===== src/rtl/array8_sort_ctrl_pkg.sv =====
// Shared definitions for the 8-entry array bubble-sort controller: sizes, FSM
// encoding and the array's preset contents.
package array8_sort_ctrl_pkg;

    localparam int SORT_DEPTH = 8;
    localparam int SORT_WIDTH = 8;
    localparam int SORT_IDX_W = 3;
    localparam int SORT_CNT_W = 5;

    typedef enum logic [3:0] {
        ST_IDLE   = 4'd0,
        ST_LOAD   = 4'd1,
        ST_SETTLE = 4'd2,
        ST_RD_A   = 4'd3,
        ST_RD_B   = 4'd4,
        ST_CMP    = 4'd5,
        ST_WR_A   = 4'd6,
        ST_WR_B   = 4'd7,
        ST_NEXT   = 4'd8,
        ST_FIN    = 4'd9
    } sortState_e;

    // Entry 0 sits in the least significant byte.
    localparam logic [SORT_DEPTH*SORT_WIDTH-1:0] ARR_PRESET = {
        8'd99, 8'd13, 8'd46, 8'd120, 8'd13, 8'd85, 8'd175, 8'd236
    };

    function automatic logic [SORT_WIDTH-1:0] presetEntry(input int idx);
        return ARR_PRESET[idx*SORT_WIDTH +: SORT_WIDTH];
    endfunction

endpackage


===== src/rtl/array8_sort_ctrl.sv =====
// Bubble-sort initiator for the 8-entry array: triggers the preset load, then
// sorts in place (ascending, stable) through the array's single rd/wr port.
module array8_sort_ctrl
    import array8_sort_ctrl_pkg::*;
#(
    parameter int DEPTH = SORT_DEPTH,
    parameter int WIDTH = SORT_WIDTH,
    parameter int IDX_W = SORT_IDX_W,
    parameter int CNT_W = SORT_CNT_W
) (
    input  logic             clk,
    input  logic             reset,
    input  logic             start,
    output logic             busy,
    output logic             done,
    output logic [CNT_W-1:0] swap_count,
    output logic             arr_en,
    output logic             arr_wr_en,
    output logic [IDX_W-1:0] arr_wr_idx,
    output logic [WIDTH-1:0] arr_wr_data,
    output logic             arr_rd_en,
    output logic [IDX_W-1:0] arr_rd_idx,
    input  logic [WIDTH-1:0] arr_rd_data
);

    sortState_e       state_q;
    logic [IDX_W-1:0] j_q;
    logic [IDX_W-1:0] pass_q;
    logic [WIDTH-1:0] a_q;
    logic             passSwapped_q;

    logic [IDX_W-1:0] jNext_d;
    logic [IDX_W-1:0] lastJ_d;
    logic             lastPass_d;

    // The last compare of a pass shrinks by one each pass: the tail is already sorted.
    assign jNext_d    = j_q + 1'b1;
    assign lastJ_d    = IDX_W'(DEPTH - 2) - pass_q;
    assign lastPass_d = (pass_q == IDX_W'(DEPTH - 2));

    // Strobes default low every cycle and are set on entry to the state that owns them,
    // so each strobe is registered and high exactly during its state.
    always_ff @(posedge clk or posedge reset) begin
        if (reset) begin
            state_q       <= ST_IDLE;
            j_q           <= '0;
            pass_q        <= '0;
            a_q           <= '0;
            passSwapped_q <= 1'b0;
            busy          <= 1'b0;
            done          <= 1'b0;
            swap_count    <= '0;
            arr_en        <= 1'b0;
            arr_wr_en     <= 1'b0;
            arr_wr_idx    <= '0;
            arr_wr_data   <= '0;
            arr_rd_en     <= 1'b0;
            arr_rd_idx    <= '0;
        end else begin
            arr_en    <= 1'b0;
            arr_wr_en <= 1'b0;
            arr_rd_en <= 1'b0;
            done      <= 1'b0;
            case (state_q)
                ST_IDLE: begin
                    if (start) begin
                        state_q       <= ST_LOAD;
                        arr_en        <= 1'b1;
                        busy          <= 1'b1;
                        swap_count    <= '0;
                        pass_q        <= '0;
                        j_q           <= '0;
                        passSwapped_q <= 1'b0;
                    end
                end
                ST_LOAD: begin
                    state_q <= ST_SETTLE;
                end
                ST_SETTLE: begin
                    state_q    <= ST_RD_A;
                    arr_rd_en  <= 1'b1;
                    arr_rd_idx <= j_q;
                end
                ST_RD_A: begin
                    state_q    <= ST_RD_B;
                    arr_rd_en  <= 1'b1;
                    arr_rd_idx <= jNext_d;
                end
                ST_RD_B: begin
                    state_q <= ST_CMP;
                    a_q     <= arr_rd_data;
                end
                // Strict greater-than keeps equal keys in their original order.
                ST_CMP: begin
                    if (a_q > arr_rd_data) begin
                        state_q     <= ST_WR_A;
                        arr_wr_en   <= 1'b1;
                        arr_wr_idx  <= j_q;
                        arr_wr_data <= arr_rd_data;
                    end else begin
                        state_q <= ST_NEXT;
                    end
                end
                ST_WR_A: begin
                    state_q     <= ST_WR_B;
                    arr_wr_en   <= 1'b1;
                    arr_wr_idx  <= jNext_d;
                    arr_wr_data <= a_q;
                end
                ST_WR_B: begin
                    state_q       <= ST_NEXT;
                    swap_count    <= swap_count + 1'b1;
                    passSwapped_q <= 1'b1;
                end
                ST_NEXT: begin
                    if (j_q == lastJ_d) begin
                        if (!passSwapped_q || lastPass_d) begin
                            state_q <= ST_FIN;
                            done    <= 1'b1;
                        end else begin
                            state_q       <= ST_RD_A;
                            pass_q        <= pass_q + 1'b1;
                            j_q           <= '0;
                            passSwapped_q <= 1'b0;
                            arr_rd_en     <= 1'b1;
                            arr_rd_idx    <= '0;
                        end
                    end else begin
                        state_q    <= ST_RD_A;
                        j_q        <= jNext_d;
                        arr_rd_en  <= 1'b1;
                        arr_rd_idx <= jNext_d;
                    end
                end
                ST_FIN: begin
                    state_q <= ST_IDLE;
                    busy    <= 1'b0;
                end
                default: begin
                    state_q <= ST_IDLE;
                end
            endcase
        end
    end

endmodule


===== config.mk =====
export PLATFORM = sky130hd
export DESIGN_NAME = array8_sort_ctrl
export DESIGN_NICKNAME = d
export VERILOG_FILES = /design/src/rtl/array8_sort_ctrl_pkg.sv /design/src/rtl/array8_sort_ctrl.sv
export SDC_FILE = /design/constraint.sdc
export NUM_CORES = 1
export LEC_CHECK = 0
export CAP_MARGIN = 15
export CORE_MARGIN = 3
export CORE_UTILIZATION = 53
export DETAILED_ROUTE_END_ITERATION = 10
export GPL_ROUTABILITY_DRIVEN = 1
export PLACE_DENSITY = 0.86
export SLEW_MARGIN = 30
export SYNTH_ARGS = -nofsm -noshare
export SYNTH_HDL_FRONTEND = slang
export SYNTH_SLANG_ARGS = --single-unit

===== constraint.sdc =====
create_clock -name clk -period 2.5 [get_ports clk]
set_input_delay 0.5 -clock clk [delete_from_list [all_inputs] [get_ports clk]]
set_output_delay 0.5 -clock clk [all_outputs]
set_load 0.02 [all_outputs]

==> impl_results.md, run 1 <==
- Outcome: completed
- Number of max-cap violations: 0
- Hold WC Path Type: flip-flop to flip-flop
- P per Cell Area: 1150 nW/um2
- Crit Path Class: input port to flip-flop
- Number of global-route vias before repair: 1808
- Clk Latency, worst-skew pair: 0.30 ns
- Setup crit start kind: input port
- Final hold violations: 0
- Overflow after GRT: 0
- Setup bufs post-CTS: 0
- Die X: 71.3 um
- Port-buffer cells: 34
- H-tree depth: 2
- Final Max Tran Viols: 0
- Async set or reset register ratio after synthesis: 1.00
- GRT Total Usage: 0.204
- HP Start: swap_count[4]
- FP Rows: 23
- Pin count of the biggest net entering global routing: 44
- Area grow syn2layout: 23.1%
- Final HPWL DP: 3420 um
- R2R setup slack: 0.50 ns
- Drt wl/cell: 14.9 um
- Worst Hold End: swap_count[4]
- Post-synth EDFFs: 0
- DRC Markers: 0
- Worst hold path depth: 1
- Routed Antenna Nets: 0
- Setup Skew: 0.00694 ns
- Unique masters post-synth: 46
- Non-filler instance count after layout: 316
- Post-cts gate resize count: 0
- P_leak: 1.31 nW
- Final cycle utilization of the critical path: 0.883
- Register area share after synthesis: 0.476
- Worst path arrival time: 2.41 ns
- Clock transition at path regs: 0.09 ns
- Comb pwr share: 0.443
- Initial Util: 0.557
- Synth Warn #: 0
- Total negative slack: 0 ns
- GP Congestion: 0.868
- Slew @ Worst Pin: 0.541 ns
- Fin util: 0.686
- Fin area: 2780 um2
- Reg power frac: 0.384
- DR iter-0 viols: 122
- Cts hold-fix bufs: 0
- Setup violations, final: 0
- Pre-antenna DRT Iters: 4
- Total CTS buffers: 5
- Synthesized flop and latch total: 43
- Core area: 4060 um2
- TritonCTS clock tree: done
- Most used flip-flop cell after synthesis: dfrtp_1
- # diodes: 0
- Crit path launch: arr_rd_data[1]
- Fin crit period: 2.21 ns
- Cell count after synthesis: 226
- Syn nets: 250
- IR Drop Worst-Case VDD: 583 uV
- Rel. slew slack: 0.640
- Req. time, crit path: 2.70 ns
- Mapped Area: 2260 um2
- Worst r2r path cells: 8
- Sw Ratio: 0.395
- Routed via count: 1788
- Reg2reg end: arr_rd_idx[0]
- NetSw: 1.26 mW
- Die area: 5080 um2
- Clk network pwr share: 0.173
- Num ports: 35
- Nature of the critical path endpoint: flip-flop
- Overall Power: 3.19 mW
- Global-route wire length before repair: 8250 um
- Nets: 289
- Pint: 1.93 mW
- Placed Instances: 308
- Routed wire length: 4720 um
- Critical R2R Launch: pass_q[0]
- Cell area after placement: 2670 um2
- Share of cells above drive strength 1: 0.120
- Fmax: 453 MHz
- Syn Area/Cell: 10.0 um2
- Die Height: 71.3 um
- Vias per inst: 5.66
- Initial antenna violation count: 0
- CP Max Fanout: 5
- RSZ-0062 raised after global routing: no
- CTS Buffer Depth: 2
- CTS root buf: clkbuf_8
- Clk sinks: 43
[power groups by stage]
| stage | sequential, mW | clock, mW | combinational (mW) |
|---|---|---|---|
| after floorplan | 1.27 | 0 | 0.845 |
| after global placement | 1.22 | 0 | 1.37 |
| after detailed placement | 1.23 | 0 | 1.42 |
| after CTS | 1.22 | 0.556 | 1.43 |
| after global routing | 1.27 | 0.586 | 1.58 |
| final | 1.23 | 0.551 | 1.41 |
[worst max-delay path: stages]
cell	delay (ns)
clkdlybuf4s50_1	0.50
inv_1	0.06
ha_1	0.30
nor2b_1	0.13
o211ai_1	0.14
a21oi_1	0.11
o211a_1	0.26
buf_4	0.16
a22oi_1	0.16
nand2_1	0.07
[area by class of cell]
| cell class | instances | area (um2) |
|---|---|---|
| tap | 50 | 62.6 |
| timing repair buffer | 42 | 400 |
| inverter | 14 | 52.6 |
| multi-input combinational | 159 | 1080 |
| clock inverter | 3 | 43.8 |
| fill | 313 | 1270 |
| sequential | 43 | 1080 |
| clock buffer | 5 | 68.8 |
[cell families (layout without fill, tap and decap cells)]
logic type / after synthesis / after routing / synth area share
fa+ha+maj: 13 / 13 / 0.0720
xor+xnor: 6 / 6 / 0.0305
mux: 8 / 8 / 0.0393
flops: 43 / 43 / 0.476
buf+inv: 24 / 64 / 0.0465
simple gates: 79 / 79 / 0.168
compound gates: 53 / 53 / 0.167
[stage by stage]
| step | setup slack [ns] | hold WS (ns) |
|---|---|---|
| floorplan | 0.621 | 0.461 |
| global placement | 0.0340 | 0.461 |
| detailed placement | -0.0269 | 0.475 |
| CTS | 0.299 | 0.485 |
| global route | 0.172 | 0.518 |
| finish | 0.292 | 0.487 |
[routing by layer]
layer	wire length (um)	part of all wire	GRT usage
met1	2050	0.44	0.249
met2	2390	0.51	0.352
met3	180	0.038	0.0435
met4	90	0.019	0.0835
met5	0	0	0
[how the worst max path moves through the flow]
stage | to | slack [ns] | cells after the start
6_report | arr_wr_data[4] | 0.29 | 10
5_1_grt | arr_wr_idx[2] | 0.17 | 9
4_1_cts | arr_wr_data[4] | 0.30 | 10
3_5_place_dp | arr_wr_data[4] | -0.03 | 10
3_3_place_gp | arr_wr_data[3] | 0.03 | 10
2_1_floorplan | arr_wr_data[0] | 0.62 | 9
[sequential cells by signal (all words and copies together), names as in the netlist]
register / count
swap_count: 5
arr_en: 1
arr_rd_en: 1
arr_rd_idx: 3
done: 1
j_q: 3
busy: 1
passSwapped_q: 1
arr_wr_idx: 3
a_q: 8
state_q: 4
arr_wr_en: 1
arr_wr_data: 8
pass_q: 3
[cell usage after synthesis (2+ instances only)]
cell | n | area share
nand3_1 | 20 | 0.044
dfrtp_1 | 43 | 0.48
xor2_1 | 2 | 0.0078
nor2_2 | 2 | 0.0055
nand4_1 | 2 | 0.0055
xnor2_1 | 3 | 0.012
mux2_2 | 7 | 0.035
o211ai_1 | 3 | 0.010
ha_1 | 13 | 0.072
and2_1 | 2 | 0.0055
buf_2 | 6 | 0.013
a21oi_1 | 6 | 0.013
clkbuf_1 | 2 | 0.0033
inv_1 | 14 | 0.023
o21ai_0 | 16 | 0.035
nor2_1 | 15 | 0.025
nor3_1 | 3 | 0.0066
a21o_1 | 2 | 0.0066
a22oi_1 | 10 | 0.033
nand2_1 | 26 | 0.043
and3_1 | 2 | 0.0055
o31ai_1 | 3 | 0.010
[cell usage in the layout (no fill, tap or decap), drive strengths merged, types with 2 or more instances in the layout]
cell type and instances:
a22oi 10, o31ai 3, and3 2, nor2 17, xnor2 3, mux2 7, dfrtp 43, xor2 2
ha 13, nand3 21, o21ai 16, clkdlybuf4s50 34, nand2 26, nor3 3, and2b 2, buf 8
a21o 2, and2 2, inv 14, o21a 2, a21oi 6, clkbuf 5, clkinv 2, nand4 2
o211ai 3
Power figures use the tool's default switching activity.
==> inputs of run 2 (changes only) <==
- CELL_PAD_IN_SITES_DETAIL_PLACEMENT: not set -> 2
- CELL_PAD_IN_SITES_GLOBAL_PLACEMENT: not set -> 2
- CORE_UTILIZATION: 53 -> 34
- PLACE_DENSITY: 0.86 -> not set
- PLACE_DENSITY_LB_ADDON: not set -> 0.12
==> impl_results.md, run 2 (synthesized netlist as in run 1, its figures left out) <==
- Critical Path Stages: 10 (unchanged)
- Req. time, crit path: 2.68 ns (-0.02 ns)
- Number of max-cap violations: 0 (unchanged)
- TritonCTS clock tree: done
- Final cycle utilization of the critical path: 0.918 (+0.0346)
- Setup bufs post-CTS: 0 (unchanged)
- Total negative slack: 0 ns (unchanged)
- Setup violations, final: 0 (unchanged)
- Worst path arrival time: 2.47 ns (+0.06 ns)
- GRT Total Usage: 0.172 (-0.0319)
- Largest regs: a_q: 8 flops, arr_wr_data: 8 flops, swap_count: 5 flops
- Fin crit period: 2.29 ns (+0.0865 ns)
- Worst path slowest cell: clkdlybuf4s50_1
- Overflow after GRT: 0 (unchanged)
- Clock transition at path regs: 0.08 ns (about the same)
- Global-route wire length before repair: 10200 um (+24%)
- GP Congestion: 0.763 (-12%)
- Setup Skew: 0.00616 ns (-0.000776 ns)
- Final Max Tran Viols: 0 (unchanged)
- P per Cell Area: 1140 nW/um2 (-0.45%)
- Nature of the critical path endpoint: flip-flop
- Worst r2r path cells: 8 (unchanged)
- Fmax: 436 MHz (-3.8%)
- Crit path capture: arr_wr_data[2]
- Most common cell after layout, fill and taps aside: dfrtp_1
- Clk sinks: 43 (unchanged)
- Port-buffer cells: 34 (unchanged)
- FP Rows: 29 (+26%)
- Clk Latency, worst-skew pair: 0.29 ns (about the same)
- Cell family with most CP delay: compound AO/OA/AOI/OAI gates
- Vias per inst: 5.35 (-5.4%)
- Critical path buffer and inverter count: 3 (unchanged)
- Initial Util: 0.354 (-0.203)
- Worst path max stage delay: 0.47 ns (-0.03 ns)
- Final hold violations: 0 (unchanged)
- Reg2reg end: arr_rd_idx[0]
- Crit path launch: arr_rd_data[1]
- Share of cells above drive strength 1: 0.133 (+0.0130)
- H-tree depth: 2 (unchanged)
- Num ports: 35 (unchanged)
- Critical R2R Launch: pass_q[0]
- Layout fillers: 709 (+130%)
- Die area: 7660 um2 (+51%)
- Cts hold-fix bufs: 0 (unchanged)
- Post-cts gate resize count: 0 (unchanged)
- Number of global-route vias before repair: 1988 (+10%)
- Nets: 293 (+1.4%)
- Gr busiest metal: met2
- CP Max Fanout: 4 (-1)
- Most frequent cells in the layout: dfrtp_1 (43), clkdlybuf4s50_1 (34), nand2_1 (26), nand3_1 (20), o21ai_0 (16)
- DR iter-0 viols: 44 (-64%)
- # diodes: 0 (unchanged)
- IR Drop Worst-Case VDD: 405 uV (-31%)
- Die X: 87.5 um (+23%)
- Pin count of the biggest net entering global routing: 44 (unchanged)
- CTS root buf: clkbuf_8
- Die Height: 87.5 um (+23%)
- Routed via count: 1858 (+3.9%)
- DRC Markers: 0 (unchanged)
- Initial antenna violation count: 0 (unchanged)
- M3 GR Usage: 0.0274 (-0.0160)
- Pre-antenna DRT Iters: 4 (unchanged)
- Total CTS buffers: 5 (unchanged)
- Core area: 6390 um2 (+57%)
- Setup crit start kind: input port
- R2R setup slack: 0.43 ns (-0.07 ns)
- Cell chain of the critical path: clkdlybuf4s50_1 > inv_1 > ha_1 > nor2b_1 > o211ai_1 > a21oi_1 > o211a_1 > buf_4 > a22oi_1 > nand2_1
- Rel. slew slack: 0.611 (-0.0281)
- GR met1 Demand/Resource: 0.226 (-0.0231)
- Grt met2 use: 0.296 (-0.0562)
- Area grow syn2layout: 26.7%
- Slew @ Worst Pin: 0.583 ns (+0.0421 ns)
- Fin util: 0.448 (-0.237)
- Crit Path Class: input port to flip-flop
- CTS Buffer Depth: 2 (unchanged)
- Routed Antenna Nets: 0 (unchanged)
- RSZ-0062 raised after global routing: no
- Hold WC Path Type: flip-flop to flip-flop
- Final HPWL DP: 4400 um (+29%)
- Routed wire length: 5950 um (+26%)
- P_leak: 1.33 nW (+1.6%)
- Drt wl/cell: 17.2 um (+15%)
- Outcome: completed
==> run 2: cell count changes in the layout (fill, tap and decap cells not counted) <==
cell | previous run | this run
inv_1 | 14 | 13
clkbuf_8 | 5 | 6
buf_4 | 8 | 11
clkinv_4 | 1 | 0
clkinv_1 | 0 | 1
buf_12 | 0 | 1
==> run 2: worst min-delay path by stage <==
stage                     cells past startpoint          start             to  slack [ns]
after floorplan                               2  passSwapped_q  passSwapped_q        0.46
after global placement                        1  swap_count[4]  swap_count[4]        0.46
after detailed placement                      2  arr_rd_idx[1]  arr_rd_idx[1]        0.48
after CTS                                     2  arr_rd_idx[1]  arr_rd_idx[1]        0.50
after global routing                          1  swap_count[4]  swap_count[4]        0.52
final                                         2  arr_rd_idx[1]  arr_rd_idx[1]        0.49
==> run 2: layout make-up <==
| cell class | count | area [um2] | area share |
|---|---|---|---|
| Sequential cell | 43 | 1080 | 0.376 |
| Clock buffer | 6 | 82.6 | 0.0288 |
| Clock inverter | 2 | 35.0 | 0.0122 |
| Inverter | 14 | 52.6 | 0.0183 |
| Multi-Input combinational cell | 159 | 1080 | 0.377 |
| Timing Repair Buffer | 46 | 443 | 0.155 |
| Tap cell | 77 | 96.3 | 0.0336 |
==> run 2: per-stage QoR <==
stage          cell area, um2  std cells  setup slack [ns]  power (mW)  hold slack, ns
2_1_floorplan            2260        226             0.621        2.12           0.461
3_3_place_gp             2750        339          -0.00565        2.66           0.464
3_5_place_dp             2750        339           -0.0924        2.72           0.476
4_1_cts                  2860        347             0.210        3.31           0.496
5_1_grt                  2860        347            0.0922        3.56           0.515
6_report                 2860        347             0.206        3.27           0.491
==> run 2: routing by layer <==
layer	wire, um	vias to the layer above
li1	-	885
met1	2810	939
met2	2950	29
met3	149	5
met4	48	0
met5	0	-
==> run 2: worst register-to-register path: cells and delay by family (launching register included) <==
| family | cells | cell delay, ns |
|---|---|---|
| AO/OA/AOI/OAI | 3 | 0.51 |
| flip-flops | 1 | 0.46 |
| adder cells (fa/ha/maj) | 1 | 0.32 |
| XOR/XNOR | 1 | 0.26 |
| multiplexers | 1 | 0.18 |
| AND/OR/NAND/NOR | 1 | 0.15 |
| buffers and inverters | 1 | 0.07 |
==> run 2: power by group <==
| group | switching [mW] | total (mW) | leakage [nW] | internal (mW) |
|---|---|---|---|---|
| clock | 0.251 | 0.575 | 0.0612 | 0.324 |
| combinational | 0.773 | 1.46 | 0.716 | 0.690 |
| sequential | 0.279 | 1.23 | 0.551 | 0.952 |
==> inputs of run 3 (changes only) <==
- RECOVER_POWER: not set -> 100
==> impl_results.md, run 3 (synthesized netlist as in run 1, its figures left out) <==
- Outcome: completed
- Clk sinks: 43 (unchanged)
- P_leak: 1.37 nW (+3.0%)
- Core area: 6390 um2 (unchanged)
- Layout fillers: 712 (+0.42%)
- Num ports: 35 (unchanged)
- Worst path slowest cell: clkdlybuf4s50_1
- Largest regs: a_q: 8 flops, arr_wr_data: 8 flops, swap_count: 5 flops
- GRT Total Usage: 0.172 (unchanged)
- Nature of the critical path endpoint: flip-flop
- Port-buffer cells: 34 (unchanged)
- Comb pwr share: 0.436 (-0.011)
- Cts hold-fix bufs: 0 (unchanged)
- Final hold violations: 0 (unchanged)
- Worst path max stage delay: 0.47 ns (about the same)
- Setup crit start kind: input port
- Rel. slew slack: 0.241 (-0.370)
- Worst path arrival time: 2.49 ns (+0.02 ns)
- Vias per inst: 5.37 (+0.22%)
- Most frequent cells in the layout: dfrtp_1 (43), nand2_1 (26), dlygate4sd3_1 (25), nand3_1 (21), nor2_1 (17)
- Most common cell after layout, fill and taps aside: dfrtp_1
- Die Height: 87.5 um (unchanged)
- CTS Buffer Depth: 2 (unchanged)
- Reg power frac: 0.384 (+0.007)
- Cell chain of the critical path: clkdlybuf4s50_1 > inv_1 > ha_1 > nor2b_1 > o211ai_1 > a21oi_1 > o211a_1 > clkbuf_1 > a22oi_1 > nand2_1
- Req. time, crit path: 2.68 ns (about the same)
- Final Max Tran Viols: 0 (unchanged)
- Final cycle utilization of the critical path: 0.924 (+0.00640)
- Cell area after placement: 2750 um2 (unchanged)
- Routed via count: 1862 (+0.22%)
- TritonCTS clock tree: done
- Initial Util: 0.354 (unchanged)
- Global-route wire length before repair: 10200 um (unchanged)
- CP Max Fanout: 4 (unchanged)
- Nets: 293 (unchanged)
- Die area: 7660 um2 (unchanged)
- Setup violations, final: 0 (unchanged)
- Fin area: 2840 um2 (-0.96%)
- Final HPWL DP: 4400 um (unchanged)
- P per Cell Area: 1130 nW/um2 (-1.4%)
- Seq. cell area: 1080 um2 (unchanged)
- Area of the multi-input gates: 1060 um2 (-1.6%)
- RSZ-0062 raised after global routing: no
- Post-cts gate resize count: 0 (unchanged)
- Critical path buffer and inverter count: 3 (unchanged)
- Slew @ Worst Pin: 1.14 ns (+0.555 ns)
- Total CTS buffers: 5 (unchanged)
- Total negative slack: 0 ns (unchanged)
- Pre-antenna DRT Iters: 4 (unchanged)
- Pint: 1.91 mW (-3.0%)
- Clock transition at path regs: 0.08 ns (about the same)
- CTS root buf: clkbuf_8
- NetSw: 1.28 mW (-1.4%)
- Sw Ratio: 0.402 (+0.00398)
- Hold WC Path Type: flip-flop to flip-flop
- Number of max-cap violations: 0 (unchanged)
- GP Congestion: 0.763 (unchanged)
- IR Drop Worst-Case VDD: 401 uV (-0.80%)
- # diodes: 0 (unchanged)
- Fin crit period: 2.31 ns (+0.0160 ns)
- Fmax: 433 MHz (-0.69%)
- Setup Skew: 0.00635 ns (+0.000185 ns)
- Clk network pwr share: 0.181 (+0.005)
- Pin count of the biggest net entering global routing: 44 (unchanged)
- Overflow after GRT: 0 (unchanged)
- DR iter-0 viols: 48 (+9.1%)
- Drt wl/cell: 17.1 um (about the same)
- Initial antenna violation count: 0 (unchanged)
- Number of global-route vias before repair: 1988 (unchanged)
- Setup bufs post-CTS: 0 (unchanged)
- DRC Markers: 0 (unchanged)
- Area grow syn2layout: 25.5%
- Die X: 87.5 um (unchanged)
- FP Rows: 29 (unchanged)
- Cell family with most CP delay: compound AO/OA/AOI/OAI gates
- Crit Path Class: input port to flip-flop
- Clk Latency, worst-skew pair: 0.29 ns (about the same)
- H-tree depth: 2 (unchanged)
- Share of cells above drive strength 1: 0.115 (-0.0185)
- Routed Antenna Nets: 0 (unchanged)
- Routed wire length: 5950 um (about the same)
run 3: cell types whose count changed in the layout (fill, tap and decap cells not counted), moves of 2 or more:
cell and delta:
buf_4 -4, nor2_2 -2, nor2_1 +2, clkdlybuf4s50_1 -25, dlygate4sd3_1 +25, clkbuf_1 +2
run 3: power groups by stage:
| stage | sequential, mW | combinational, mW | clock [mW] |
|---|---|---|---|
| 4_1_cts | 1.24 | 1.49 | 0.588 |
| 5_1_grt | 1.28 | 1.58 | 0.625 |
| 6_report | 1.22 | 1.39 | 0.576 |
| 3_3_place_gp | 1.24 | 1.42 | 0 |
| 2_1_floorplan | 1.27 | 0.845 | 0 |
| 3_5_place_dp | 1.25 | 1.47 | 0 |
run 3: path summary, 6_finish.rpt:
path / start / endpoint / slack [ns] / depth (start not counted)
worst max-delay path: arr_rd_data[1] / arr_wr_data[2] / 0.19 / 10
worst min-delay path: arr_rd_idx[1] / arr_rd_idx[1] / 0.49 / 2
worst max register to register: pass_q[0] / arr_rd_idx[0] / 0.40 / 8
worst min register to register: arr_rd_idx[1] / arr_rd_idx[1] / 0.49 / 2
max in group asynchronous: reset / j_q[0] / 0.79 / 3
min in group asynchronous: reset / done / 1.01 / 3
run 3: final cells by class:
cell class | instances | share of cell area
Inverter | 14 | 0.0185
Sequential cell | 43 | 0.379
Multi-Input combinational cell | 159 | 0.374
Tap cell | 77 | 0.0340
Clock buffer | 6 | 0.0291
Clock inverter | 2 | 0.0124
Timing Repair Buffer | 46 | 0.153
run 3: worst reg2reg max path: stages (launching register included):
cell      delay (ns)
dfrtp_1         0.47
inv_1           0.08
ha_1            0.32
xnor2_1         0.16
nand3_1         0.23
o21bai_4        0.26
o21a_4          0.20
mux2i_1         0.19
o31ai_1         0.09
run 3: metal layers:
metal  track usage  wire length, um
met4        0.0460               48
met2         0.296             2940
met5             0                0
met3        0.0274              155
met1         0.226             2800
run 3: metrics by stage:
stage                util  std cells  setup WS [ns]  power [mW]  hold WS [ns]
floorplan               -        226          0.621        2.12         0.461
global placement    0.430        339       -0.00565        2.66         0.464
detailed placement  0.430        339        -0.0924        2.72         0.476
CTS                 0.448        347          0.210        3.31         0.496
global route        0.444        347         0.0596        3.48         0.511
finish              0.444        347          0.190        3.19         0.485
==> RTL change 1: new RTL, settings of run 1 <==
Make the reset (`reset`) synchronous in one clocked block.
--- a/src/rtl/array8_sort_ctrl.sv
+++ b/src/rtl/array8_sort_ctrl.sv
@@ -40,7 +40,7 @@
 
     // Strobes default low every cycle and are set on entry to the state that owns them,
     // so each strobe is registered and high exactly during its state.
-    always_ff @(posedge clk or posedge reset) begin
+    always_ff @(posedge clk) begin
         if (reset) begin
             state_q       <= ST_IDLE;
             j_q           <= '0;
Check against the original RTL: differs if reset is asserted again (counterexample within 4 cycles, from zero or initial values and one cycle with reset high); with reset held inactive, the same outputs for 10 cycles.
==> RTL change 1 against run 1 <==
  * Setup slack got worse by 0.21 ns
  * Non-clock buffer count rose by 3
  * Area after synthesis rose by 5.2%
  * Cell area rose by 4.9%
  * Sequential cell count did not move
  * Count of clock-buffer cells in the layout rose by 2
  * Cell count rose by 15%
  * Die area rose by 4.8%
  * Fmax fell by 8.7%
  * Register-to-register slack got worse by 0.16 ns
  * Worst hold slack got worse by 0.015 ns
  * Critical path depth fell by 1
  * Wire length rose by 6.7%
  * Critical path type unchanged
  * Critical endpoint is now arr_wr_data[1]
Power is not compared: it rests on default switching activity, and its combinational part moved more than twofold at a synthesized area within 25%.
==> RTL change 1: results (changes against run 1) <==
- Met2 Wirelength: 2340 microns (-2.1%)
- Clk cell area share: 0.0356 (-0.00491)
- Critical Path AT: 2.60 ns (+0.19 ns)
- Count of non-CTS buffers in the layout: 45 (+7.1%)
- Die area: 0.00533 sq mm (+4.8%)
- Final hold slack: 0.472 ns (-0.0152 ns)
- Post-Route M1 WL: 2330 microns (+13%)
- Final Util: 0.700 (+0.0141)
- GR Layer Usage met2: 0.321 (-0.0314)
- Met1 Track Usage GR: 0.257 (+0.00865)
- Clock buffers: 7 (+2)
- Dpl ws: -0.252 ns (-0.225 ns)
- CP max FO: 6 (+1)
- Fraction of the cycle the final worst path needs: 0.967 (+0.0842)
- Hold path depth: 2 (+1)
- Reg2Reg Capture Point: arr_wr_data[4]
- Comb_multi_in: 206 (+30%)
- Sequential-to-total area share from yosys stat: 0.362 (-0.114)
- Met3 wire length: 246 microns (+37%)
- Dpl cell area: 0.00278 sq mm (+4.3%)
- List of most frequent post-synthesis cells: dfxtp_1 (43), nor2_1 (34), a21oi_1 (31), nand2_1 (26), nor2b_1 (15)
- Routed WL: 5030 microns (+6.7%)
- HP Start: arr_rd_idx[2]
- Syn nets: 300 (+20%)
- Largest net degree at the start of global routing: 35 (-20%)
- Count of non-CTS inverters in the layout: 11 (-3)
- Vias per cell: 5.60 (-1.1%)
- Worst setup path endpoint: arr_wr_data[1]
- Status: finished, final reports clean
- Buffering overhead: 0.147 (+0.00350)
- Placed Instances: 353 (+15%)
- Post-synth cell types: 52 (+13%)
- Grt met3 use: 0.0523 (+0.00886)
- Routed via count: 2032 (+14%)
- Routability cong.: 0.834 (-3.9%)
## RTL change 1: cell count changes after synthesis, sizes merged, moves of 4 or more
| cell | before | now |
|---|---|---|
| clkbuf | 2 | 10 |
| a31oi | 0 | 4 |
| dfxtp | 0 | 43 |
| nand3 | 21 | 5 |
| a22oi | 10 | 2 |
| a21oi | 6 | 32 |
| dfrtp | 43 | 0 |
| nor2b | 1 | 15 |
| o21ai | 16 | 7 |
| nor2 | 17 | 34 |
## RTL change 1: power breakdown
group / total, mW / switching [mW] / internal [mW]
sequential: 0.723 / 0.0237 / 0.699
combinational: 0.176 / 0.0973 / 0.0790
clock: 0.484 / 0.233 / 0.251
## RTL change 1: logic make-up (layout without fill, tap and decap cells)
logic type	count (synthesis)	count (layout)	share of synthesized area
buffers and inverters	27	64	0.0474
AO/OA/AOI/OAI	63	63	0.174
AND/OR/NAND/NOR	105	105	0.230
XOR/XNOR	11	11	0.0537
adder cells (fa/ha/maj)	13	13	0.0684
flip-flops	43	43	0.362
multiplexers	14	14	0.0642
==> RTL change 2: new RTL, flow settings as in run 1 <==
Without the edit above. The package constant `SORT_CNT_W` goes from 5 to 10.
--- a/src/rtl/array8_sort_ctrl_pkg.sv
+++ b/src/rtl/array8_sort_ctrl_pkg.sv
@@ -5,7 +5,7 @@
     localparam int SORT_DEPTH = 8;
     localparam int SORT_WIDTH = 8;
     localparam int SORT_IDX_W = 3;
-    localparam int SORT_CNT_W = 5;
+    localparam int SORT_CNT_W = 10;
 
     typedef enum logic [3:0] {
         ST_IDLE   = 4'd0,
Interface: changed (resized swap_count); port bits go from 35 to 40. No check against the original RTL was run, so the function may have changed too.
==> RTL change 2 against run 1 <==
  * Count of clock-buffer cells in the layout unchanged
  * Worst hold slack lost 0.016 ns
  * Combinational power up 20%
  * Sequential cell count increased by 5
  * Area after synthesis up 18%
  * Setup slack lost 0.14 ns
  * Clock power rose by 3%
  * Power increased by 9.9%
  * Synthesized cell count grew 22%
  * Cell area grew 21%
  * Critical path type unchanged
  * Wire length grew 34%
  * Global-route usage up 2.4 points
==> RTL change 2: results (changes against run 1) <==
- Met2 Wirelength: 3050 microns (+27%)
- Grt met3 use: 0.0411 (-0.00240)
- Status: finished, final reports clean
- Biggest registers after layout: swap_count x10, a_q x8, arr_wr_data x8
- Sequential-to-total area share from yosys stat: 0.452 (-0.0244)
- Final Instance Count excl. Fillers: 398 (+26%)
- GR Layer Usage met2: 0.376 (+0.0243)
- Dpl ws: -0.208 ns (-0.181 ns)
- Clock Skew: 0.00763 ns (+0.000687 ns)
- Post-synth cell types: 52 (+13%)
- HP Start: swap_count[9]
- Met3 wire length: 343 microns (+91%)
- Maximum vdd drop: 0.584 mV (about the same)
- Routability cong.: 0.903 (+4.1%)
- First-pass GRT wire length: 10900 microns (+33%)
- Setup WS post-layout: 0.157 ns (-0.135 ns)
- Placed Instances: 390 (+27%)
- Syn nets: 300 (+20%)
- CP max stage delay: 0.52 ns (+0.02 ns)
- Vias in the first global route: 2303 (+27%)
- Worst Hold End: swap_count[9]
- Dpl cell area: 0.00325 sq mm (+22%)
- # fillers: 350 (+12%)
- Post-Route M1 WL: 2790 microns (+36%)
- List of most frequent post-synthesis cells: dfrtp_1 (48), nand2_1 (30), o21ai_0 (30), nand3_1 (20), nor2_1 (17)
- Int Pwr: 2.10 mW (+8.7%)
- Final hold slack: 0.471 ns (-0.0162 ns)
- Largest net degree at the start of global routing: 49 (+11%)
- Slew headroom: 0.506 (-0.133)
- Setup slack, reg-to-reg: 0.40 ns (-0.10 ns)
- GRT Util Overall: 0.229 (+0.0244)
- Top cells by area, synth: dfrtp_1 (45%), ha_1 (6.1%), o21ai_0 (5.6%)
- Final nets: 354 (+22%)
- Share of layout cells above drive strength 1: 0.157 (+0.0368)
- DRT iter0 DRCs: 247 (+100%)
- Met1 Track Usage GR: 0.305 (+0.0565)
## RTL change 2: changes by cell type in the layout (fill, tap and decap cells not counted), moves of 3 or more
cell | run 1 | this run
a21oi_2 | 0 | 3
nand2_1 | 26 | 30
clkdlybuf4s50_1 | 34 | 39
buf_4 | 8 | 20
a21oi_1 | 6 | 3
dfrtp_1 | 43 | 48
a22oi_1 | 10 | 0
nand4_1 | 2 | 15
o21ai_0 | 16 | 30
a211o_1 | 0 | 3
mux2i_1 | 1 | 4
## RTL change 2: worst max path at each step
stage                         startpoint             end  depth (start not counted)
final                     arr_rd_data[1]   arr_wr_idx[2]                          9
after global routing      arr_rd_data[1]   arr_wr_idx[2]                          9
after CTS                 arr_rd_data[7]   arr_wr_idx[2]                          9
after detailed placement  arr_rd_data[7]   arr_wr_idx[2]                          9
after floorplan           arr_rd_data[7]  arr_wr_data[0]                          8
after global placement    arr_rd_data[6]   arr_wr_idx[2]                          8
## RTL change 2: cells by family (layout without fill, tap and decap cells)
kind of cell	Yosys count	count (layout)	synth area share
simple gates	111	111	0.224
compound gates	59	59	0.152
flops	48	48	0.452
buf+inv	29	84	0.0456
fa+ha+maj	13	13	0.0612
mux	11	11	0.0447
xor+xnor	5	5	0.0216
## RTL change 2: cell type report
cell class / count / area [sq um] / share of cell area
Tap cell: 67 / 83.8 / 0.0249
Inverter: 16 / 60.1 / 0.0178
Sequential cell: 48 / 1200 / 0.356
Multi-Input combinational cell: 199 / 1360 / 0.402
Timing Repair Buffer: 60 / 561 / 0.166
Clock buffer: 5 / 68.8 / 0.0204
Clock inverter: 3 / 42.5 / 0.0126
## RTL change 2: metrics by stage
stage	util	TNS [ns]
final	0.705	0
after global routing	0.705	0
after CTS	0.702	0
after detailed placement	0.678	-1.89
after global placement	0.677	-4.07
after floorplan	-	0
